### src/rtl/orion_types.sv
// Shared pipeline types for the Orion core: datapath widths and the
// execute->fetch redirect and fetch->decode handoff structures.
package orion_types;

  localparam int XLEN  = 32;
  localparam int ADDRW = 32;
  localparam int DATAW = 32;

  typedef struct packed {
    logic            jump_en;
    logic [XLEN-1:0] jump_addr;
  } ex_if_t;

  typedef struct packed {
    logic [XLEN-1:0]  pc;
    logic [DATAW-1:0] instr;
    logic             valid;
  } if_id_t;

endpackage

### src/rtl/ifq_fifo.sv
// Instruction queue between the I$ response path and decode. Pointers carry
// an extra wrap bit so full and empty are distinguishable without a counter.
module ifq_fifo #(
  parameter int WIDTH = 64,
  parameter int DEPTH = 4,
  localparam int PW = $clog2(DEPTH)
) (
  input  logic             clk_i,
  input  logic             rst_i,
  input  logic             flush_i,
  input  logic             push_i,
  input  logic [WIDTH-1:0] wdata_i,
  input  logic             pop_i,
  output logic [WIDTH-1:0] rdata_o,
  output logic             full_o,
  output logic             empty_o,
  output logic [PW:0]      count_o
);

  logic [PW:0]      wr_ptr;
  logic [PW:0]      rd_ptr;
  logic [WIDTH-1:0] mem [DEPTH];

  always_ff @(posedge clk_i or posedge rst_i) begin
    if (rst_i) begin
      wr_ptr <= '0;
      rd_ptr <= '0;
    end else if (flush_i) begin
      wr_ptr <= '0;
      rd_ptr <= '0;
    end else begin
      if (push_i) wr_ptr <= wr_ptr + (PW+1)'(1);
      if (pop_i)  rd_ptr <= rd_ptr + (PW+1)'(1);
    end
  end

  // Storage needs no reset; the pointers alone define which entries are live.
  always_ff @(posedge clk_i) begin
    if (push_i && !flush_i) mem[wr_ptr[PW-1:0]] <= wdata_i;
  end

  assign rdata_o = mem[rd_ptr[PW-1:0]];
  assign count_o = wr_ptr - rd_ptr;
  assign empty_o = (wr_ptr == rd_ptr);
  assign full_o  = (wr_ptr[PW] != rd_ptr[PW]) && (wr_ptr[PW-1:0] == rd_ptr[PW-1:0]);

endmodule

### src/rtl/prefetch_unit.sv
// Instruction prefetcher: issues sequential word fetches to the I$ under a
// credit scheme, queues responses for decode and handles redirects.
module prefetch_unit
  import orion_types::*;
#(
  parameter logic [ADDRW-1:0] PC_RESET_ADDR   = 32'h8000_0000,
  parameter int               FIFO_DEPTH      = 4,
  parameter int               MAX_OUTSTANDING = 2
) (
  input  logic             clk_i,
  input  logic             rst_i,
  output logic [ADDRW-1:0] imem_addr_o,
  output logic             imem_valid_o,
  input  logic             imem_ready_i,
  input  logic [DATAW-1:0] imem_rdata_i,
  input  logic             imem_resp_i,
  input  logic             stall_i,
  input  ex_if_t           ex_if_i,
  output if_id_t           if_id_o
);

  localparam int CW = $clog2(MAX_OUTSTANDING + 1);
  localparam int PW = $clog2(FIFO_DEPTH);

  logic [XLEN-1:0]       req_pc;
  logic [XLEN-1:0]       resp_pc;
  logic [CW-1:0]         outstanding;
  logic [CW-1:0]         discard_cnt;
  logic [CW-1:0]         live;
  logic [CW-1:0]         after_resp;
  logic [PW:0]           fifo_count;
  logic                  fifo_full;
  logic                  fifo_empty;
  logic [XLEN+DATAW-1:0] fifo_rdata;
  logic [31:0]           pending_slots;
  logic [XLEN-1:0]       jump_target;
  logic                  jump;
  logic                  resp_ok;
  logic                  transfer;
  logic                  push;
  logic                  pop;
  logic                  drop;
  logic                  unused_bits;

  assign jump        = ex_if_i.jump_en;
  assign jump_target = {ex_if_i.jump_addr[XLEN-1:2], 2'b00};
  assign unused_bits = ^{ex_if_i.jump_addr[1:0], req_pc[1:0]};

  // Responses belonging to flushed requests still occupy the I$, but they
  // will never reach the queue, so only "live" requests consume queue credit.
  assign live          = outstanding - discard_cnt;
  assign pending_slots = 32'(fifo_count) + 32'(live);
  assign resp_ok       = imem_resp_i && (outstanding != '0);
  assign after_resp    = outstanding - CW'(resp_ok);

  assign imem_valid_o = !rst_i && !jump && (live < CW'(MAX_OUTSTANDING)) &&
                        (pending_slots < 32'(FIFO_DEPTH));
  assign imem_addr_o  = {req_pc[XLEN-1:2], 2'b00};

  assign transfer = imem_valid_o && imem_ready_i;
  assign drop     = resp_ok && (discard_cnt != '0);
  assign push     = resp_ok && (discard_cnt == '0) && !jump && (!fifo_full || pop);
  assign pop      = if_id_o.valid && !stall_i;

  assign if_id_o = '{pc:    fifo_rdata[XLEN+DATAW-1:DATAW],
                     instr: fifo_rdata[DATAW-1:0],
                     valid: !fifo_empty && !jump};

  // A redirect marks everything still in flight (minus a response landing
  // this very cycle, which is dropped here) as stale.
  always_ff @(posedge clk_i or posedge rst_i) begin
    if (rst_i) begin
      req_pc      <= PC_RESET_ADDR;
      resp_pc     <= PC_RESET_ADDR;
      outstanding <= '0;
      discard_cnt <= '0;
    end else if (jump) begin
      req_pc      <= jump_target;
      resp_pc     <= jump_target;
      outstanding <= after_resp;
      discard_cnt <= after_resp;
    end else begin
      if (transfer) req_pc <= req_pc + XLEN'(4);
      if (push)     resp_pc <= resp_pc + XLEN'(4);
      if (transfer && !resp_ok)      outstanding <= outstanding + CW'(1);
      else if (!transfer && resp_ok) outstanding <= outstanding - CW'(1);
      if (drop) discard_cnt <= discard_cnt - CW'(1);
    end
  end

  ifq_fifo #(
    .WIDTH (XLEN + DATAW),
    .DEPTH (FIFO_DEPTH)
  ) u_ifq (
    .clk_i   (clk_i),
    .rst_i   (rst_i),
    .flush_i (jump),
    .push_i  (push),
    .wdata_i ({resp_pc, imem_rdata_i}),
    .pop_i   (pop),
    .rdata_o (fifo_rdata),
    .full_o  (fifo_full),
    .empty_o (fifo_empty),
    .count_o (fifo_count)
  );

endmodule

### config.mk
export PLATFORM = sky130hd
export DESIGN_NAME = prefetch_unit
export DESIGN_NICKNAME = d
export VERILOG_FILES = /design/src/rtl/orion_types.sv /design/src/rtl/ifq_fifo.sv /design/src/rtl/prefetch_unit.sv
export SDC_FILE = /design/constraint.sdc
export NUM_CORES = 1
export LEC_CHECK = 0
export ABC_CLOCK_PERIOD_IN_PS = 9600
export BUFFER_PORTS_ARGS = -buffer_cell sky130_fd_sc_hd__buf_2
export CORE_MARGIN = 2
export CORE_UTILIZATION = 55
export DETAILED_ROUTE_END_ITERATION = 6
export PLACE_DENSITY = 0.76
export SKIP_CTS_REPAIR_TIMING = 1
export SLEW_MARGIN = 20
export SYNTH_ARGS = -nofsm -noshare
export SYNTH_HDL_FRONTEND = slang
export SYNTH_SLANG_ARGS = --single-unit
### constraint.sdc
create_clock -name clk_i -period 9.6 [get_ports clk_i]
set_input_delay 1.92 -clock clk_i [delete_from_list [all_inputs] [get_ports clk_i]]
set_output_delay 1.92 -clock clk_i [all_outputs]
set_load 0.1 [all_outputs]
==> results of run 1 <==
## registers in the layout (all words and copies together), names as in the netlist
name          count
outstanding       2
u_ifq.wr_ptr      3
req_pc           30
resp_pc          30
u_ifq.rd_ptr      3
u_ifq.mem       248
discard_cnt       2
## critical path, stage by stage (launching register included)
cell and delay, ps:
dfrtp_4 610, ha_1 250, inv_1 70, fa_1 450
ha_1 280, nor3b_1 170, or4_1 410, nor3_1 140
buf_2 450
## synthesized netlist by cell type, drive strengths merged (6+ instances only)
master / n / area share [%]
ha: 13 / 1.2
and2: 8 / 0.38
o311ai: 13 / 0.91
mux2: 13 / 1.1
edfxtp: 248 / 56
o21ai: 34 / 1.3
nand3: 28 / 1.1
nor3: 19 / 0.72
a21oi: 9 / 0.34
nor2: 24 / 0.68
nor4: 11 / 0.66
dfrtp: 68 / 13
xor2: 11 / 0.73
mux4: 62 / 11
clkbuf: 18 / 0.51
nand4: 17 / 0.80
inv: 20 / 0.57
and3: 9 / 0.43
xnor2: 30 / 2.0
a31oi: 6 / 0.28
buf: 20 / 1.0
o211ai: 6 / 0.34
nand2: 54 / 1.5
## routing by layer
metal / share of wire (%) / routed length [um] / GRT usage [%]
met4: 1.3 / 359 / 4.793
met3: 7.1 / 1912 / 3.178
met5: 0 / 0 / 0
met1: 45 / 12140 / 32.29
met2: 47 / 12710 / 33.89
## per-stage QoR
stage	util (%)	instances	cell area, um2
after global routing	65.04	1307	15310
after floorplan	-	798	13280
after CTS	65.04	1307	15310
after global placement	61.05	1250	14370
final	65.04	1307	15310
after detailed placement	61.05	1250	14370
## power by group through the flow
stage	clock network, mW	registers (mW)	logic, mW
final	1.11	1.69	1.46
after global routing	1.18	1.70	1.52
after CTS	1.13	1.68	1.47
after detailed placement	0	1.71	1.46
after global placement	0	1.71	1.45
after floorplan	0	1.82	1.12
## worst min path at each step
stage                startpoint               end  cells after the start  slack (ps)
global placement     req_pc[31]        req_pc[31]                      2         500
finish               req_pc[31]        req_pc[31]                      2         510
global route         req_pc[31]        req_pc[31]                      2         530
detailed placement   req_pc[31]        req_pc[31]                      2         500
CTS                  req_pc[31]        req_pc[31]                      2         510
floorplan           resp_pc[28]  u_ifq.mem[0][60]                      0         500
## final cells by class
type | instances | area [um2]
Multi-Input combinational cell | 421 | 3807
Inverter | 21 | 78.83
Clock inverter | 14 | 78.83
Sequential cell | 318 | 9206
Tap cell | 319 | 399.1
Clock buffer | 43 | 860.8
Fill cell | 1709 | 8230
Timing Repair Buffer | 171 | 880.8
## kinds of logic (layout without fill, tap and decap cells)
logic type	count (synthesis)	count (layout)	synth area share, %
other	1	4	0.02827
AND/OR/NAND/NOR	192	192	7.583
flip-flops	318	318	69.36
AO/OA/AOI/OAI	88	88	4.452
adder cells (fa/ha/maj)	14	14	1.377
XOR/XNOR	43	43	3.065
buffers and inverters	59	249	2.131
multiplexers	80	80	12.01
==> flow_summary.toml, run 1 <==
[final_layout]
layout-drive-gt1-share_pct = 31.58
area_growth_pct = 15.42
num-nets-final = 1048
diodes = 0
final_common_cell = "edfxtp_1"
final_cell_mix = "edfxtp_1, buf_2, dfrtp_1"

[route]
via_count = 7664
wl_um = 27120
post-route-drc-count = 0
drt_iter0_markers = 625
ant_nets = 0
firstDrtPassIters = 5
viasPerCell = 5.864
routedWlPerCell_um = 20.75

[worst_setup_path]
ff2ff_path_depth = 10
worstSetupStartpoint = "u_ifq.rd_ptr[0]"
cp-start-kind = "flop"
required_ps = 7680
critPathKind = "reg2out"
reg2reg_to = "req_pc[27]"
endpoint_kind = "output pin"
reg2reg_slack_ps = 5820
crit-reg2reg-launch = "u_ifq.rd_ptr[0]"
crit_path_end = "imem_valid_o"
cp_data_arrival_time_ps = 3380
crit_fanout = 15

[pwr]
powerDensity_nw_per_um2 = 277.6
combPwrFrac_pct = 34.2
power_switching_mw = 1.707
fin_total_pwr_mw = 4.251
vdd_drop_max_v = 0.0001873
p_sw_share_pct = 40.16
intPower_mw = 2.544
pwr-share-clk_pct = 26.1
power_frac_seq_pct = 39.6
p_leak_nw = 5.386

[sta]
fin_crit_sh_pct = 55.23
rsz0062_at_grt = "false"
fin_skew_ps = 13.58
finalMaxSlewViolations = 0
relSlewSlack_pct = 27.14
fin_ws_ps = 4298
hold_violations = 0
whs_ps = 507.3
tightest_slew_ps = 1089
setup_violations = 0
layout_min_cycle_time_ps = 5302
tns_ps = 0
maxClockFrequency_mhz = 188.6

[placed_design]
numPortBuffers = 161
place.gp.congestion = 0.8527
dp_hpwl_um = 16710
dp_slack_ps = 4509

[clocking]
clkLatencyLatePin_ps = 550
cts-root-buf = "clkbuf_16"
clk_pin_slew_ps = 60
cts_tree = "yes"
cts_made_buffers = 31
cts_buffer_depth = 3
htree_levels = 1
cts_sinks = 318

[floorplan]
io_pins = 168
die_w_um = 159.3
die_height_um = 159.3
die-area_um2 = 25380
initial_core_util_pct = 56.35
core-area_um2 = 23540
placementRows = 56

[grt]
antenna_found_initial = 0
grtUsageTotal_pct = 21.45
grt_pass1_wl_um = 42970
grt_pass1_vias = 7680
grt_overflow_total = 0
grt_max_degree = 71

[synthesis]
synth_edf_count = 248
synth_cells = 795
synth_ff_type = "edfxtp_1"
synth-seq-cells = 318
syn_area_per_cell_um2 = 16.69
ys_seq_area_share_pct = 69.36
syn_area_um2 = 13270
async_flop_share_pct = 22.01
ys.warnings.count = 0
synth_cell_types = 58

[worst_hold_path]
hold_path.class = "reg2reg"

[status]
status = "complete, no violations"

[run]
cap_viol_max_count = 0
Power figures use the tool's default switching activity.
==> run 2, diff against run 1 <==
--- a/config.mk
+++ b/config.mk
@@ -5,7 +5,7 @@
 export SDC_FILE = /design/constraint.sdc
 export NUM_CORES = 1
 export LEC_CHECK = 0
-export ABC_CLOCK_PERIOD_IN_PS = 9600
+export ABC_CLOCK_PERIOD_IN_PS = 5100
 export BUFFER_PORTS_ARGS = -buffer_cell sky130_fd_sc_hd__buf_2
 export CORE_MARGIN = 2
 export CORE_UTILIZATION = 55
==> constraint.sdc (replaced) <==
create_clock -name clk_i -period 5.1 [get_ports clk_i]
set_input_delay 1.02 -clock clk_i [delete_from_list [all_inputs] [get_ports clk_i]]
set_output_delay 1.02 -clock clk_i [all_outputs]
set_load 0.1 [all_outputs]
==> run 2 against run 1 <==
Worst hold slack improved by 1.4 ps; die area unchanged; clock skew increased by 0.70 ps; largest power group unchanged; highest routed layer unchanged.
==> flow_summary.toml, run 2 (synthesis gave the netlist of run 1 again) <==
[status]
status = "complete, no violations"

[grt]
grtUsageTotal_pct = 21.68
antenna_found_initial = 0
grt_pass1_wl_um = 43280
grt_pass1_vias = 7609
grt_max_degree = 64
grt_overflow_total = 0

[pwr]
vdd_drop_max_v = 0.0003302
p_leak_nw = 5.420
powerDensity_nw_per_um2 = 525.3

[clocking]
cts_made_buffers = 30
clkLatencyLatePin_ps = 550
clk_pin_slew_ps = 60
cts_sinks = 318
cts_tree = "yes"
htree_levels = 1
cts-root-buf = "clkbuf_16"
cts_buffer_depth = 3

[worst_setup_path]
endpoint_kind = "output pin"
crit_fanout = 4
cp_data_arrival_time_ps = 3270
crit_slowest_cell = "fa_1"
path_cells = "inv_1 -> ha_1 -> inv_1 -> fa_1 -> ha_1 -> nor3b_1 -> or4_1 -> nor3_2 -> buf_2"
required_ps = 4080
ff2ff_path_depth = 11
critPathKind = "reg2out"
crit_family = "adder cells"
cp-start-kind = "flop"
crit_buf_inv = 3
crit_path_max_incr_delay_ps = 480
path_depth = 9

[floorplan]
die_height_um = 159.3
placementRows = 56
io_pins = 168
initial_core_util_pct = 56.35
core-area_um2 = 23540
die-area_um2 = 25380
die_w_um = 159.3

[sta]
fin_ws_ps = 814.9
finalMaxSlewViolations = 0
relSlewSlack_pct = 28.12
rsz0062_at_grt = "false"
maxClockFrequency_mhz = 233.4
whs_ps = 508.7
layout_min_cycle_time_ps = 4285
fin_skew_ps = 14.28
hold_violations = 0
setup_violations = 0
tns_ps = 0
fin_crit_sh_pct = 84.02
tightest_slew_ps = 1074

[final_layout]
layout-drive-gt1-share_pct = 31.34
final_common_cell = "edfxtp_1"
diodes = 0
final_cells = 1308
utilization_pct = 65.40
area_growth_pct = 16.06
final_cell_mix = "edfxtp_1, buf_2, dfrtp_1"
largest_reg_flops = 248
num-nets-final = 1049

[placed_design]
numPortBuffers = 161
dp_hpwl_um = 17110
dp_slack_ps = 1385
place.gp.congestion = 0.9153
dp.cells = 1252

[route]
viasPerCell = 5.877
ant_nets = 0
post-route-drc-count = 0
via_count = 7687
wl_um = 27370
drt_iter0_markers = 608
routedWlPerCell_um = 20.92
firstDrtPassIters = 7

[worst_hold_path]
hold_path.class = "reg2reg"
hold-path-cell-count = 2

[run]
cap_viol_max_count = 0
-- run 2: cell types whose count changed in the layout (fill, tap and decap cells not counted), sizes merged --
| cell | change |
|---|---|
| clkbuf | -6 |
| clkinv | +5 |
| bufinv | +3 |
| buf | +2 |
| inv | -2 |
| clkinvlp | -1 |
-- run 2: power by group --
part,internal (mW),leakage (nW),switching [mW]
Sequential,2.98,3.07,0.161
Combinational,0.635,1.88,2.14
Clock,1.26,0.473,0.908
-- run 2: layout make-up --
class                      instances  area (um2)
inverter                          21       78.83
sequential                       318        9206
tap                              319       399.1
multi-input combinational        421        3819
clock buffer                      37       798.3
clock inverter                    19       162.7
timing repair buffer             173       933.4
fill                            1678        8145
-- run 2: routing by layer --
metal / GRT usage [%] / part of all wire, % / vias up
li1: - / - / 3467
met1: 32.76 / 44 / 3868
met2: 34.35 / 47 / 324
met3: 3.074 / 7.2 / 28
met4: 4.545 / 1.3 / 0
met5: 0 / 0 / -
-- run 2: worst reg2reg max path: stages, from the launching register on --
cell and delay [ps]:
dfrtp_1 400, inv_1 150, ha_1 170, inv_1 50, fa_1 480, ha_1 290
nor3b_1 360, nor4_2 90, buf_4 220, nor2_1 830, o21ai_0 220, o311ai_1 150
-- run 2: worst paths after layout --
check                                      from            to  slack, ps
min in group asynchronous                 rst_i   resp_pc[25]        610
worst min register to register       req_pc[31]    req_pc[31]        510
max in group asynchronous                 rst_i    req_pc[31]       3490
worst min-delay path                 req_pc[31]    req_pc[31]        510
worst max-delay path            u_ifq.wr_ptr[0]  imem_valid_o        810
worst max register to register  u_ifq.wr_ptr[0]    req_pc[14]       1600
-- run 2: per-stage QoR --
stage	power, mW	cell area (um2)
floorplan	5.535	13290
global placement	5.955	14440
detailed placement	5.988	14440
CTS	8.150	15400
global route	8.386	15400
finish	8.088	15400
==> run 3, diff against run 2 <==
--- a/config.mk
+++ b/config.mk
@@ -5,7 +5,8 @@
 export SDC_FILE = /design/constraint.sdc
 export NUM_CORES = 1
 export LEC_CHECK = 0
-export ABC_CLOCK_PERIOD_IN_PS = 5100
+export ABC_AREA = 1
+export ABC_CLOCK_PERIOD_IN_PS = 4100
 export BUFFER_PORTS_ARGS = -buffer_cell sky130_fd_sc_hd__buf_2
 export CORE_MARGIN = 2
 export CORE_UTILIZATION = 55
==> constraint.sdc (replaced) <==
create_clock -name clk_i -period 4.1 [get_ports clk_i]
set_input_delay 0.82 -clock clk_i [delete_from_list [all_inputs] [get_ports clk_i]]
set_output_delay 0.82 -clock clk_i [all_outputs]
set_load 0.1 [all_outputs]
==> run 3 against run 2 <==
First-iteration DRC count grew 46%; design area rose by 4.8%; sequential power up 29%; critical path depth is 2 higher; worst hold slack worse by 14 ps; non-clock buffer count up 1; sequential share of layout area decreased by 2.7 points; count of clock-buffer cells in the layout is 3 higher; register-to-register slack worse by 470 ps; synthesized area increased by 5.5%; utilization is 1.1 points lower; flip-flop and latch count did not move; critical endpoint unchanged.
==> flow_summary.toml, run 3 <==
[grt]
grt_pass1_wl_um = 50780
grt_overflow_total = 0
grtUsageTotal_pct = 24.08
grt_pass1_vias = 9768
antenna_found_initial = 0
grt_max_degree = 129

[synthesis]
syn_area_per_cell_um2 = 10.82
ys_seq_area_share_pct = 65.72
synth_cell_types = 43
yosys.area_share.adder_pct = 1.305
synth_top_family_by_area = "simple AND/OR/NAND/NOR gates"
synthSimpleGateAreaFrac_pct = 15.95
synthTopCellsByArea = "edfxtp_1, dfrtp_1, nand2_1"
yosysMostFrequentCell = "edfxtp_1"
synthMuxAreaShare_pct = 0
synth_top_cell_by_area = "edfxtp_1"
synth_compound_area_share_pct = 10.68
synth_common_cells = "edfxtp_1, nand2_1, nor2_1"
synth_xor_area_share_pct = 1.689
syn_area_um2 = 14000
synth-seq-cells = 318
ys.warnings.count = 0
synth_cells = 1294
synth_edf_count = 248
async_flop_share_pct = 22.01
synth_ff_type = "edfxtp_1"
synth_top_area_share_pct = 53.19

[worst_setup_path]
required_ps = 3280
cp-start-kind = "flop"
crit_fanout = 5
cp_data_arrival_time_ps = 2980
critPathKind = "reg2out"
endpoint_kind = "output pin"

[placed_design]
dp.cells = 1742
dp_hpwl_um = 20490
numPortBuffers = 161
place.gp.congestion = 0.9612

[sta]
layout_min_cycle_time_ps = 3805
tns_ps = 0
whs_ps = 494.7
fin_skew_ps = 13.39
relSlewSlack_pct = 39.20
hold_violations = 0
tightest_slew_ps = 912.1
fin_crit_sh_pct = 92.80
setup_violations = 0
rsz0062_at_grt = "false"
maxClockFrequency_mhz = 262.8
finalMaxSlewViolations = 0

[route]
firstDrtPassIters = 7
drt_iter0_markers = 889
post-route-drc-count = 0
viasPerCell = 5.743
ant_nets = 0
via_count = 10320
wl_um = 32350
routedWlPerCell_um = 18.00

[floorplan]
die-area_um2 = 26750
die_height_um = 163.6
io_pins = 168
placementRows = 58
initial_core_util_pct = 55.76
die_w_um = 163.6
core-area_um2 = 25110

[final_layout]
largest_reg_flops = 248
num-nets-final = 1528
diodes = 0
utilization_pct = 64.28
final_cell_mix = "edfxtp_1, nand2_1, nor2_1"
layout-drive-gt1-share_pct = 17.86
final_cells = 1797
final_common_cell = "edfxtp_1"
area_growth_pct = 15.27

[clocking]
cts_buffer_depth = 3
clk_pin_slew_ps = 60
cts-root-buf = "clkbuf_16"
cts_tree = "yes"
cts_sinks = 318
cts_made_buffers = 30
htree_levels = 1
clkLatencyLatePin_ps = 550

[pwr]
vdd_drop_max_v = 0.0004437
p_leak_nw = 6.227
powerDensity_nw_per_um2 = 693.7
fin_total_pwr_mw = 11.20

[status]
status = "complete, no violations"

[worst_hold_path]
hold_path.class = "in2reg"

[run]
cap_viol_max_count = 0
==> run 3: cell types whose count changed in the layout (fill, tap and decap cells not counted), sizes merged, moves of 11 or more <==
cell and delta:
inv +74, mux2 -13, mux4 -62, nand2 +162
nand3 +39, nor2 +161, nor4 -11, o211ai +17
o21ai +117, o22ai +63, o311ai -12, xnor2 -24
==> run 3: area by class of cell <==
class | count | area (um2)
repair buffers | 174 | 983.4
flip-flops and latches | 318 | 9206
multi-input cells | 825 | 4193
clock buffers | 40 | 839.6
inverters | 95 | 364.1
well taps | 330 | 412.9
fillers | 1939 | 8970
clock inverters | 15 | 140.1
==> run 3: per-stage QoR <==
| stage | worst slack [ps] | instance area (um2) |
|---|---|---|
| 2_1_floorplan | -759.4 | 14020 |
| 3_3_place_gp | 934.3 | 15160 |
| 3_5_place_dp | 872.9 | 15160 |
| 4_1_cts | 280.6 | 16140 |
| 5_1_grt | 75.73 | 16140 |
| 6_report | 295.3 | 16140 |
==> run 3: path summary, 6_finish.rpt <==
| path | start | end | slack, ps | depth (start not counted) |
|---|---|---|---|---|
| worst max-delay path | u_ifq.wr_ptr[0] | imem_valid_o | 300 | 11 |
| worst min-delay path | imem_rdata_i[29] | u_ifq.mem[1][29] | 490 | 1 |
| worst max register to register | u_ifq.wr_ptr[0] | req_pc[13] | 1130 | 13 |
| worst min register to register | req_pc[31] | req_pc[31] | 520 | 2 |
| max in group asynchronous | rst_i | u_ifq.rd_ptr[0] | 2810 | 3 |
| min in group asynchronous | rst_i | outstanding[0] | 600 | 3 |
==> run 3: kinds of logic (layout without fill, tap and decap cells) <==
kind of cell,Yosys count,in the layout
flops,318,318
other cells,1,4
fa+ha+maj,14,14
compound gates,262,262
xor+xnor,27,27
simple gates,518,518
buf+inv,154,324
==> run 3: power by group <==
group / internal [mW] / total [mW] / switching, mW
clock: 1.57 / 2.72 / 1.16
sequential: 3.78 / 4.06 / 0.273
combinational: 0.735 / 4.42 / 3.68
total: 6.09 / 11.2 / 5.11
==> run 3: worst max-delay path, stage by stage (launching register included) <==
cell	delay, ps
dfrtp_1	410
inv_1	190
ha_1	180
inv_1	50
fa_1	470
ha_1	290
nand2_1	70
nor2_1	40
nor2_1	230
nand2_1	110
nor2_2	200
buf_12	210
==> run 3: per-layer routing <==
layer  track usage [%]  vias to the layer above  wire (um)  share of wire [%]
met5                 0                        -          0                  0
met4             5.303                        0        490                1.5
met3             3.377                       40       2723                8.4
met2             39.49                      475      15090                 47
met1             34.60                     4962      14050                 43
li1                  -                     4844          -                  -
